$ cat config.mk
export PLATFORM = sky130hd
export DESIGN_NAME = operand_pair_fifo_flat
export DESIGN_NICKNAME = d
export VERILOG_FILES = /design/src/rtl/operand_pair_fifo_if.sv /design/src/rtl/operand_pair_fifo.sv /design/src/flat_wrapper.sv
export SDC_FILE = /design/constraint.sdc
export NUM_CORES = 1
export LEC_CHECK = 0
export ABC_AREA = 1
export CELL_PAD_IN_SITES_DETAIL_PLACEMENT = 0
export CELL_PAD_IN_SITES_GLOBAL_PLACEMENT = 2
export CORE_MARGIN = 1.5
export CORE_UTILIZATION = 25
export DETAILED_ROUTE_END_ITERATION = 7
export MAX_ROUTING_LAYER = met4
export PLACE_DENSITY_LB_ADDON = 0.3
export SLEW_MARGIN = 20
export SYNTH_ARGS = -nofsm -noshare
export SYNTH_HDL_FRONTEND = slang
export SYNTH_SLANG_ARGS = --single-unit
$ cat constraint.sdc
create_clock -name clk -period 4.55 [get_ports clk]
set_input_delay 0.91 -clock clk [delete_from_list [all_inputs] [get_ports clk]]
set_output_delay 0.91 -clock clk [all_outputs]
set_load 0.01 [all_outputs]
$ cat src/rtl/operand_pair_fifo_if.sv
// Handshake bundle for operand_pair_fifo: input pair channel, head-pair channel and status.
`default_nettype none

interface operand_pair_fifo_if #(
  parameter int WIDTH   = 8,
  parameter int DEPTH   = 4,
  parameter int STALL_W = 16
);
  logic [WIDTH-1:0]             a_i;
  logic [WIDTH-1:0]             b_i;
  logic                         in_valid_i;
  logic                         in_ready_o;
  logic [WIDTH-1:0]             a_o;
  logic [WIDTH-1:0]             b_o;
  logic [WIDTH:0]               sum_o;
  logic                         out_valid_o;
  logic                         out_ready_i;
  logic [$clog2(DEPTH+1)-1:0]   count_o;
  logic [STALL_W-1:0]           stall_cnt_o;

  modport master (
    output a_i, b_i, in_valid_i, out_ready_i,
    input  in_ready_o, a_o, b_o, sum_o, out_valid_o, count_o, stall_cnt_o
  );

  modport slave (
    input  a_i, b_i, in_valid_i, out_ready_i,
    output in_ready_o, a_o, b_o, sum_o, out_valid_o, count_o, stall_cnt_o
  );
endinterface

`default_nettype wire

$ cat src/rtl/operand_pair_fifo.sv
// Show-ahead FIFO of operand pairs presenting the head pair and its unsigned sum,
// with occupancy count, synchronous flush and a saturating stall counter.
`default_nettype none

module operand_pair_fifo #(
  parameter int WIDTH   = 8,
  parameter int DEPTH   = 4,
  parameter int STALL_W = 16
) (
  input  logic                clk,
  input  logic                rst_n,
  input  logic                clear_i,
  operand_pair_fifo_if.slave  bus
);
  localparam int PTR_W = $clog2(DEPTH);
  localparam int CNT_W = $clog2(DEPTH + 1);
  localparam logic [CNT_W-1:0] FULL_COUNT = CNT_W'(DEPTH);

  logic [WIDTH-1:0]   mem_a [DEPTH];
  logic [WIDTH-1:0]   mem_b [DEPTH];
  logic [PTR_W-1:0]   wr_ptr;
  logic [PTR_W-1:0]   rd_ptr;
  logic [CNT_W-1:0]   count;
  logic [STALL_W-1:0] stall_cnt;

  logic in_ready;
  logic out_valid;
  logic push;
  logic pop;
  logic stalled;

  // Status is a function of the registered count only, never of the handshake inputs.
  assign in_ready  = (count != FULL_COUNT);
  assign out_valid = (count != '0);
  assign push      = bus.in_valid_i && in_ready;
  assign pop       = out_valid && bus.out_ready_i;
  assign stalled   = bus.in_valid_i && !in_ready;

  always_ff @(posedge clk) begin
    if (push && !clear_i) begin
      mem_a[wr_ptr] <= bus.a_i;
      mem_b[wr_ptr] <= bus.b_i;
    end
  end

  always_ff @(posedge clk or negedge rst_n) begin
    if (!rst_n) begin
      wr_ptr    <= '0;
      rd_ptr    <= '0;
      count     <= '0;
      stall_cnt <= '0;
    end else if (clear_i) begin
      wr_ptr    <= '0;
      rd_ptr    <= '0;
      count     <= '0;
      stall_cnt <= '0;
    end else begin
      if (push) begin
        wr_ptr <= wr_ptr + PTR_W'(1);
      end
      if (pop) begin
        rd_ptr <= rd_ptr + PTR_W'(1);
      end
      case ({push, pop})
        2'b10:   count <= count + CNT_W'(1);
        2'b01:   count <= count - CNT_W'(1);
        default: count <= count;
      endcase
      if (stalled && (stall_cnt != '1)) begin
        stall_cnt <= stall_cnt + STALL_W'(1);
      end
    end
  end

  assign bus.in_ready_o  = in_ready;
  assign bus.out_valid_o = out_valid;
  assign bus.a_o         = mem_a[rd_ptr];
  assign bus.b_o         = mem_b[rd_ptr];
  assign bus.sum_o       = {1'b0, mem_a[rd_ptr]} + {1'b0, mem_b[rd_ptr]};
  assign bus.count_o     = count;
  assign bus.stall_cnt_o = stall_cnt;

endmodule

`default_nettype wire

$ cat src/flat_wrapper.sv
// flat-port wrapper written by rule: the top's interface ports become plain ports
module operand_pair_fifo_flat 
#(
  parameter int WIDTH   = 8,
  parameter int DEPTH   = 4,
  parameter int STALL_W = 16
)
  (clk, rst_n, clear_i, bus_a_i, bus_b_i, bus_in_valid_i, bus_out_ready_i, bus_in_ready_o, bus_a_o, bus_b_o, bus_sum_o, bus_out_valid_o, bus_count_o, bus_stall_cnt_o);
  operand_pair_fifo_if #(.WIDTH(WIDTH), .DEPTH(DEPTH), .STALL_W(STALL_W)) bus_i ();
  input  logic clk;
  input  logic rst_n;
  input  logic clear_i;
  input wire logic [$bits(bus_i.a_i)-1:0] bus_a_i;
  input wire logic [$bits(bus_i.b_i)-1:0] bus_b_i;
  input wire logic [$bits(bus_i.in_valid_i)-1:0] bus_in_valid_i;
  input wire logic [$bits(bus_i.out_ready_i)-1:0] bus_out_ready_i;
  output wire logic [$bits(bus_i.in_ready_o)-1:0] bus_in_ready_o;
  output wire logic [$bits(bus_i.a_o)-1:0] bus_a_o;
  output wire logic [$bits(bus_i.b_o)-1:0] bus_b_o;
  output wire logic [$bits(bus_i.sum_o)-1:0] bus_sum_o;
  output wire logic [$bits(bus_i.out_valid_o)-1:0] bus_out_valid_o;
  output wire logic [$bits(bus_i.count_o)-1:0] bus_count_o;
  output wire logic [$bits(bus_i.stall_cnt_o)-1:0] bus_stall_cnt_o;
  assign bus_i.a_i = bus_a_i;
  assign bus_i.b_i = bus_b_i;
  assign bus_i.in_valid_i = bus_in_valid_i;
  assign bus_i.out_ready_i = bus_out_ready_i;
  assign bus_in_ready_o = bus_i.in_ready_o;
  assign bus_a_o = bus_i.a_o;
  assign bus_b_o = bus_i.b_o;
  assign bus_sum_o = bus_i.sum_o;
  assign bus_out_valid_o = bus_i.out_valid_o;
  assign bus_count_o = bus_i.count_o;
  assign bus_stall_cnt_o = bus_i.stall_cnt_o;
  operand_pair_fifo #(.WIDTH(WIDTH), .DEPTH(DEPTH), .STALL_W(STALL_W)) u_core (.clk(clk), .rst_n(rst_n), .clear_i(clear_i), .bus(bus_i));
endmodule
* Word-level counts from Yosys, hierarchy flattened
Memory sizes are Yosys's and may differ from the RTL's.
Index checks and enable logic that the tools add are counted.
** Word-level totals
- Memories kept :: 2
- RAM bits :: 64
- Output and inout bits :: 46
- Latch bits :: 0
- Memory bits (read-only) :: 0
- Logic and storage cells :: 38
- Register bits after elaboration :: 23
- Input port bits :: 21
** Cells by class
- Bitwise gates (word level) :: 0
- Magnitude comparators :: 0
- Equality and inequality tests :: 4
- Divide/modulo/power cells :: 0
- Multiply operators :: 0
- Multiplexer cells :: 10
- Add/sub/neg operators :: 6
- Shifts and indexed selects :: 0
- Reductions and logical operators :: 12
** Memory list
- u_core.mem_a :: words 4, bits a word 8, rd ports 1, clocked after Yosys merged registers in 0, write ports 1, RTL line operand_pair_fifo.sv:19 : logic [WIDTH-1:0] mem_a [DEPTH];
- u_core.mem_b :: words 4, bits a word 8, rd ports 1, clocked after Yosys merged registers in 0, write ports 1, RTL line operand_pair_fifo.sv:20 : logic [WIDTH-1:0] mem_b [DEPTH];
** Operators with widths (count)
- $mux 16 :: 2
- $add 16x1->16 const B :: 1
- $ne 16x16->1 const B :: 1
- $add 8x8->9 :: 1
- $mux 2 :: 4
- $pmux 3 s2 :: 1
- $reduce_bool 2->1 :: 3
- $reduce_bool 3->1 :: 2
- $logic_and 1x1->1 :: 5
- $add 2x1->2 const B :: 2
- $add 3x1->3 const B :: 1
- $mux 3 :: 1
- $ne 3x3->1 const B :: 1
- $sub 3x1->3 const B :: 1
- $eq 2x1->1 const B :: 1
- $eq 2x2->1 const B :: 1
- $logic_not 1->1 :: 2
- $mux 1 :: 2

* Longest topological paths before layout
Gate-level depths: netlist (run 1).
- Depth after elaboration :: 6
- Mapped depth :: 12
- Mapped depth without buffers :: 12

* Worst setup path after synthesis (run 1)
OpenSTA, ideal clock, no wires.
- Kind :: register to output
- Start :: register u_core.rd_ptr[0]
- End :: output bus_sum_o[6]
- Required time :: 3640 ps
- Path buffers :: 2
- Arrival :: 2546 ps
- Slack :: 1094 ps
- Stages on the path, launching flop included :: 13
- Cells stage by stage :: dfrtp_1 -> clkbuf_1 -> inv_1 -> clkbuf_1 -> nor2_1 -> o22ai_1 -> ha_1 -> inv_1 -> fa_1 -> o21ai_0 -> nand2_1 -> nand2_1 -> xor2_1
** On the way
- Cells in the longest elaborated chain, start to end :: 2
- Elaborated cells between the ends (all ways) :: 3
- Those cells by class :: 1 x add/sub; 2 x memory
** RTL lines
- start, declared :: RTL line operand_pair_fifo.sv:22 : logic [PTR_W-1:0] rd_ptr;
- start signal, assigned :: RTL line operand_pair_fifo.sv:62 : rd_ptr <= rd_ptr + PTR_W'(1);
- $mem_v2 4x8
- net bus_a_o[0] :: RTL line flat_wrapper.sv:18 : output wire logic [$bits(bus_i.a_o)-1:0] bus_a_o;
- $add 8x8->9 :: RTL line operand_pair_fifo.sv:79 : assign bus.sum_o = {1'b0, mem_a[rd_ptr]} + {1'b0, mem_b[rd_ptr]};
- end, declared :: RTL line flat_wrapper.sv:20 : output wire logic [$bits(bus_i.sum_o)-1:0] bus_sum_o;
The timed path passes the listed nets, and every way through them passes these cells.

* Worst setup path in the final report (run 1)
- Start :: register u_core.rd_ptr[0]
- End :: output bus_sum_o[7]
** On the way
- Cells in the longest elaborated chain, start to end :: 2
- Elaborated cells between the ends (all ways) :: 3
- Those cells by class :: 1 x add/sub; 2 x memory
** RTL lines (RTL line)
- $mem_v2 4x8 (on tied branches)
- $add 8x8->9 * :: operand_pair_fifo.sv:79
Every way passes the cells marked *; elsewhere a longest branch is shown, timed or not.

==> results of run 1 <==
-- path summary, 6_finish.rpt --
kind	slack (ps)	cells after the start	from	end
setup / recovery	300	10	u_core.rd_ptr[0]	bus_sum_o[7]
hold / removal	560	2	u_core.bus.stall_cnt_o[1]	u_core.bus.stall_cnt_o[1]
setup reg to reg	2410	8	u_core.bus.stall_cnt_o[0]	u_core.bus.stall_cnt_o[12]
hold reg to reg	560	2	u_core.bus.stall_cnt_o[1]	u_core.bus.stall_cnt_o[1]
max in group asynchronous	3360	2	rst_n	u_core.rd_ptr[0]
min in group asynchronous	920	2	rst_n	u_core.bus.stall_cnt_o[12]
-- per-stage QoR --
step,power [µW],utilization (%),hold WS (ps)
global route,3120,33.0,620
CTS,2960,33.0,563
finish,2920,33.0,560
detailed placement,2180,31.1,544
global placement,2170,31.1,553
floorplan,1590,-,560
-- per-layer routing --
layer	global-route usage (%)	part of all wire [%]	up-vias
met2	20.7	47	67
li1	-	-	1557
met5	-	0	-
met3	2.65	3.6	14
met4	4.40	1.6	0
met1	16.0	48	1473
-- critical path, cell delays in order, from the launching register on --
cell and delay (ps):
dfrtp_2 490, inv_1 300, buf_4 320, o21ai_0 110, o22ai_1 270, ha_1 360
a21o_1 210, a21boi_0 150, nand2_1 100, xor2_1 130, clkdlybuf4s50_1 550
-- area by class of cell --
class | instances | share of cell area (%)
inverter | 31 | 2.19
clock buffer | 9 | 4.15
tap | 220 | 5.07
clock inverter | 7 | 1.59
sequential | 87 | 46.0
timing repair buffer | 76 | 13.6
multi-input combinational | 276 | 27.4
-- synthesized netlist by cell type, drive strengths merged (4+ instances only) --
| master | n | area share, % |
|---|---|---|
| dfrtp | 23 | 14 |
| ha | 13 | 3.9 |
| o22ai | 14 | 2.1 |
| nand3 | 14 | 1.7 |
| buf | 6 | 1.0 |
| edfxtp | 64 | 46 |
| xor2 | 11 | 2.3 |
| clkbuf | 8 | 0.72 |
| o21bai | 4 | 0.72 |
| nand2 | 88 | 8.3 |
| o21ai | 38 | 4.8 |
| nor2 | 59 | 5.8 |
| nand4 | 16 | 2.4 |
| inv | 30 | 2.8 |
| a21oi | 7 | 0.84 |
-- registers in the layout, indices dropped and copies added, names as in the netlist --
register                count
u_core.bus.count_o          3
u_core.mem_b               32
u_core.bus.stall_cnt_o     16
u_core.mem_a               32
u_core.rd_ptr               2
u_core.wr_ptr               2
-- logic make-up (layout without fill, tap and decap cells) --
logic type               Yosys count  count (layout)  share of synthesized area [%]
AND/OR/NAND/NOR                  179             179                           18.5
flip-flops                        87              87                           59.8
AO/OA/AOI/OAI                     69              69                           9.58
buffers and inverters             45             123                           4.58
adder cells (fa/ha/maj)           15              15                           4.85
XOR/XNOR                          13              13                           2.73
-- report_power, final --
group	internal (µW)	leakage, µW	switching (µW)
combinational	584	0.00103	624
clock	438	0.000150	329
sequential	907	0.000896	37.2
-- repair_timing --
item	4_1_cts	5_1_grt
gates resized for setup	0	2
setup buffers	0	0
setup endpoints to repair	0	5
==> reports/metrics.cfg, run 1 <==
[layout]
fin_area_um2 = 5430
area_delta_synth_final_pct = 29.9
drive_above_1_share_pct = 7.41
mostFrequentLayoutCells = nand2_1, clkdlybuf4s50_1, edfxtp_1
final_common_cell = nand2_1
fin_cells = 706
antenna_cells = 0
seq_area_um2 = 2500
num-fill-cells = 1684
multi_input_comb_area_um2 = 1490
nets = 517

[drt]
ant_nets = 0
routed_via_density = 4.41
avgRoutedWirePerCell_um = 14.7
vias = 3111
drc = 0
drt_pass1_iterations = 7
drtIter0Drc = 186
routed_wl_um = 10400

[sta]
slew_violations = 0
grt_setup_unrepaired = no
tightest_slew_ps = 945
max-slew-margin-rel_pct = 36.8
fin_skew_ps = 6.81
finalSetupTns_ps = 0
fmax_mhz = 235
hold_viol_final = 0
fin_ws_ps = 303
timing.final.crit_period_ps = 4250
fin_crit_sh_pct = 93.3
setup_viol = 0

[floorplanning]
chipHeight_um = 132
start_util_pct = 25.4
boundaryPins = 67
rows = 47
dieArea_um2 = 17500
core_um2 = 16500
dieWidth_um = 132

[global_route]
grt_pass1_wl_um = 16700
antenna_found_initial = 0
grt_max_degree = 24
grt_overflow_total = 0
track_usage_pct = 12.8
grt_pass1_vias = 3113

[placed_design]
portBuffers = 66
dp_hpwl_um = 7280
dpl_worst_slack_ps = 444
gp_congestion = 0.762
place_area_um2 = 5120
dp_cells = 690

[critical_path]
crit_fanout = 21
required_ps = 3640
cp-end-kind = primary output
crit_arrival_ps = 3340
start_kind = register
crit_type = register to primary output

[synthesis]
avgSynthCellArea_um2 = 10.2
synth_fp_nets = 444
syn_inst = 408
synth_area_um2 = 4180
synthArstFlopShare_pct = 26.4
synth-seq-cells = 87
synthFlopType = edfxtp_1
ys_warn_count = 0
ys_seq_area_share_pct = 59.8
synth_edf_count = 64
synth.distinct_cells = 32

[cts]
cts_buffers = 9
worstSkewPairLatency_ps = 350
clkTransAtPathRegs_ps = 70
clock_sinks = 87
h-tree-depth = 3
cts_tree = built
root_buffer = clkbuf_16
ctsHoldBuffers = 0
clockBufferDepth = 2

[run]
drv_cap = 0

[run_status]
status = completed

[pwr]
power_density_nw_per_um2 = 538
max-vdd-ir-drop_mv = 0.325
power_leakage_uw = 0.00208

[hold_path]
hold_path.class = register to register

Power figures use the tool's default switching activity.
==> run 2: changes to the inputs <==
==> constraint.sdc (replaced) <==
create_clock -name clk -period 4.9 [get_ports clk]
set_input_delay 0.98 -clock clk [delete_from_list [all_inputs] [get_ports clk]]
set_output_delay 0.98 -clock clk [all_outputs]
set_load 0.01 [all_outputs]
==> run 2 against run 1 <==
- worst hold slack improved by 13 ps
- sequential share of layout area about the same
- sequential cell count is the same
- utilization unchanged
- register-to-register slack improved by 380 ps
- worst setup slack gained 140 ps
- non-clock buffer count down 2
- clock skew increased by 0.71 ps
- critical path depth shrank 1
- critical endpoint is now bus_sum_o[6]
==> reports/metrics.cfg, run 2 (synthesized netlist as in run 1, its figures left out) <==
[layout]
drive_above_1_share_pct = 6.82
finish.utilization_pct = 33.0
final_common_cell = nand2_1
area_delta_synth_final_pct = 29.9
antenna_cells = 0
mostFrequentLayoutCells = nand2_1, clkdlybuf4s50_1, edfxtp_1
nets = 515
fin_cells = 704

[sta]
slew_violations = 0
fin_crit_sh_pct = 90.9
grt_setup_unrepaired = no
hold_viol_final = 0
finalSetupTns_ps = 0
fin_skew_ps = 7.52
timing.final.crit_period_ps = 4460
setup_viol = 0
fmax_mhz = 224
tightest_slew_ps = 922
max-slew-margin-rel_pct = 38.3

[floorplanning]
start_util_pct = 25.4
dieWidth_um = 132
dieArea_um2 = 17500
boundaryPins = 67
rows = 47
core_um2 = 16500
chipHeight_um = 132

[drt]
drtIter0Drc = 181
routed_via_density = 4.43
routed_wl_um = 10300
ant_nets = 0
drt_pass1_iterations = 4
drc = 0
vias = 3117
avgRoutedWirePerCell_um = 14.7

[critical_path]
start_kind = register
cp-startpoint = u_core.rd_ptr[1]
timing.rr.start = u_core.bus.stall_cnt_o[0]
crit_type = register to primary output
r2r_slack_ps = 2790
crit_arrival_ps = 3480
endpoint = bus_sum_o[6]
required_ps = 3920
cp-end-kind = primary output
reg2reg_to = u_core.bus.stall_cnt_o[12]
crit_fanout = 19
rr_worst_depth = 8

[cts]
root_buffer = clkbuf_16
h-tree-depth = 3
clock_sinks = 87
cts_tree = built
clkTransAtPathRegs_ps = 70
post_cts.repair.setup_buffers = 0
ctsHoldBuffers = 0
clockBufferDepth = 2
worstSkewPairLatency_ps = 340
cts_buffers = 9
cts_resized = 0

[global_route]
grt_pass1_wl_um = 17000
grt_max_degree = 34
track_usage_pct = 13.1
antenna_found_initial = 0
grt_pass1_vias = 3165
grt_overflow_total = 0

[placed_design]
gp_congestion = 0.751
portBuffers = 66
dp_cells = 688
dp_hpwl_um = 7040

[hold_path]
hold_start = u_core.bus.stall_cnt_o[15]
hold_path.class = register to register

[run_status]
status = completed

[run]
drv_cap = 0

[pwr]
power_density_nw_per_um2 = 505
max-vdd-ir-drop_mv = 0.316
power_leakage_uw = 0.00208

==> run 2: changes by cell type in the layout (fill, tap and decap cells not counted), sizes merged <==
| cell | delta |
|---|---|
| bufinv | +1 |
| inv | -1 |
| buf | -2 |
==> run 2: critical path: stages, from the launching register on <==
cell             delay (ps)
dfrtp_1                 350
clkinv_1                410
a32oi_1                 480
inv_1                   110
fa_1                    470
o21ai_0                 430
nand2_1                  90
nand2_1                  90
xor2_1                  160
clkdlybuf4s50_1         550
==> run 2: cell type report <==
class	count	area, µm²
clock buffers	9	225
clock inverters	7	103
fillers	1704	11000
inverters	31	119
multi-input cells	276	1490
flip-flops and latches	87	2500
well taps	220	275
repair buffers	74	721
==> run 2: worst min path at each step <==
stage	end	slack (ps)	depth (start not counted)
floorplan	u_core.bus.stall_cnt_o[1]	560	2
global placement	u_core.bus.stall_cnt_o[1]	540	2
detailed placement	u_core.bus.stall_cnt_o[15]	560	2
CTS	u_core.bus.stall_cnt_o[15]	570	2
global route	u_core.bus.stall_cnt_o[1]	620	2
finish	u_core.bus.stall_cnt_o[15]	570	2
==> run 2: layer usage <==
| layer | track usage [%] | routed length, µm |
|---|---|---|
| met5 | - | 0 |
| met4 | 3.85 | 87 |
| met3 | 3.54 | 444 |
| met2 | 20.0 | 4800 |
| met1 | 17.0 | 5000 |
==> run 2: per-stage QoR <==
step	hold WS (ps)	power, µW	setup WS [ps]	instance area, µm²
6_report	573	2740	444	5430
5_1_grt	623	2950	4.71	5430
4_1_cts	574	2790	328	5430
3_5_place_dp	557	2020	722	5100
3_3_place_gp	545	2020	769	5100
2_1_floorplan	560	1480	1370	4180
==> run 2: power by group <==
group | total (µW) | internal [µW] | switching (µW)
Combinational | 1120 | 534 | 584
Sequential | 867 | 842 | 25.9
Clock | 753 | 453 | 300
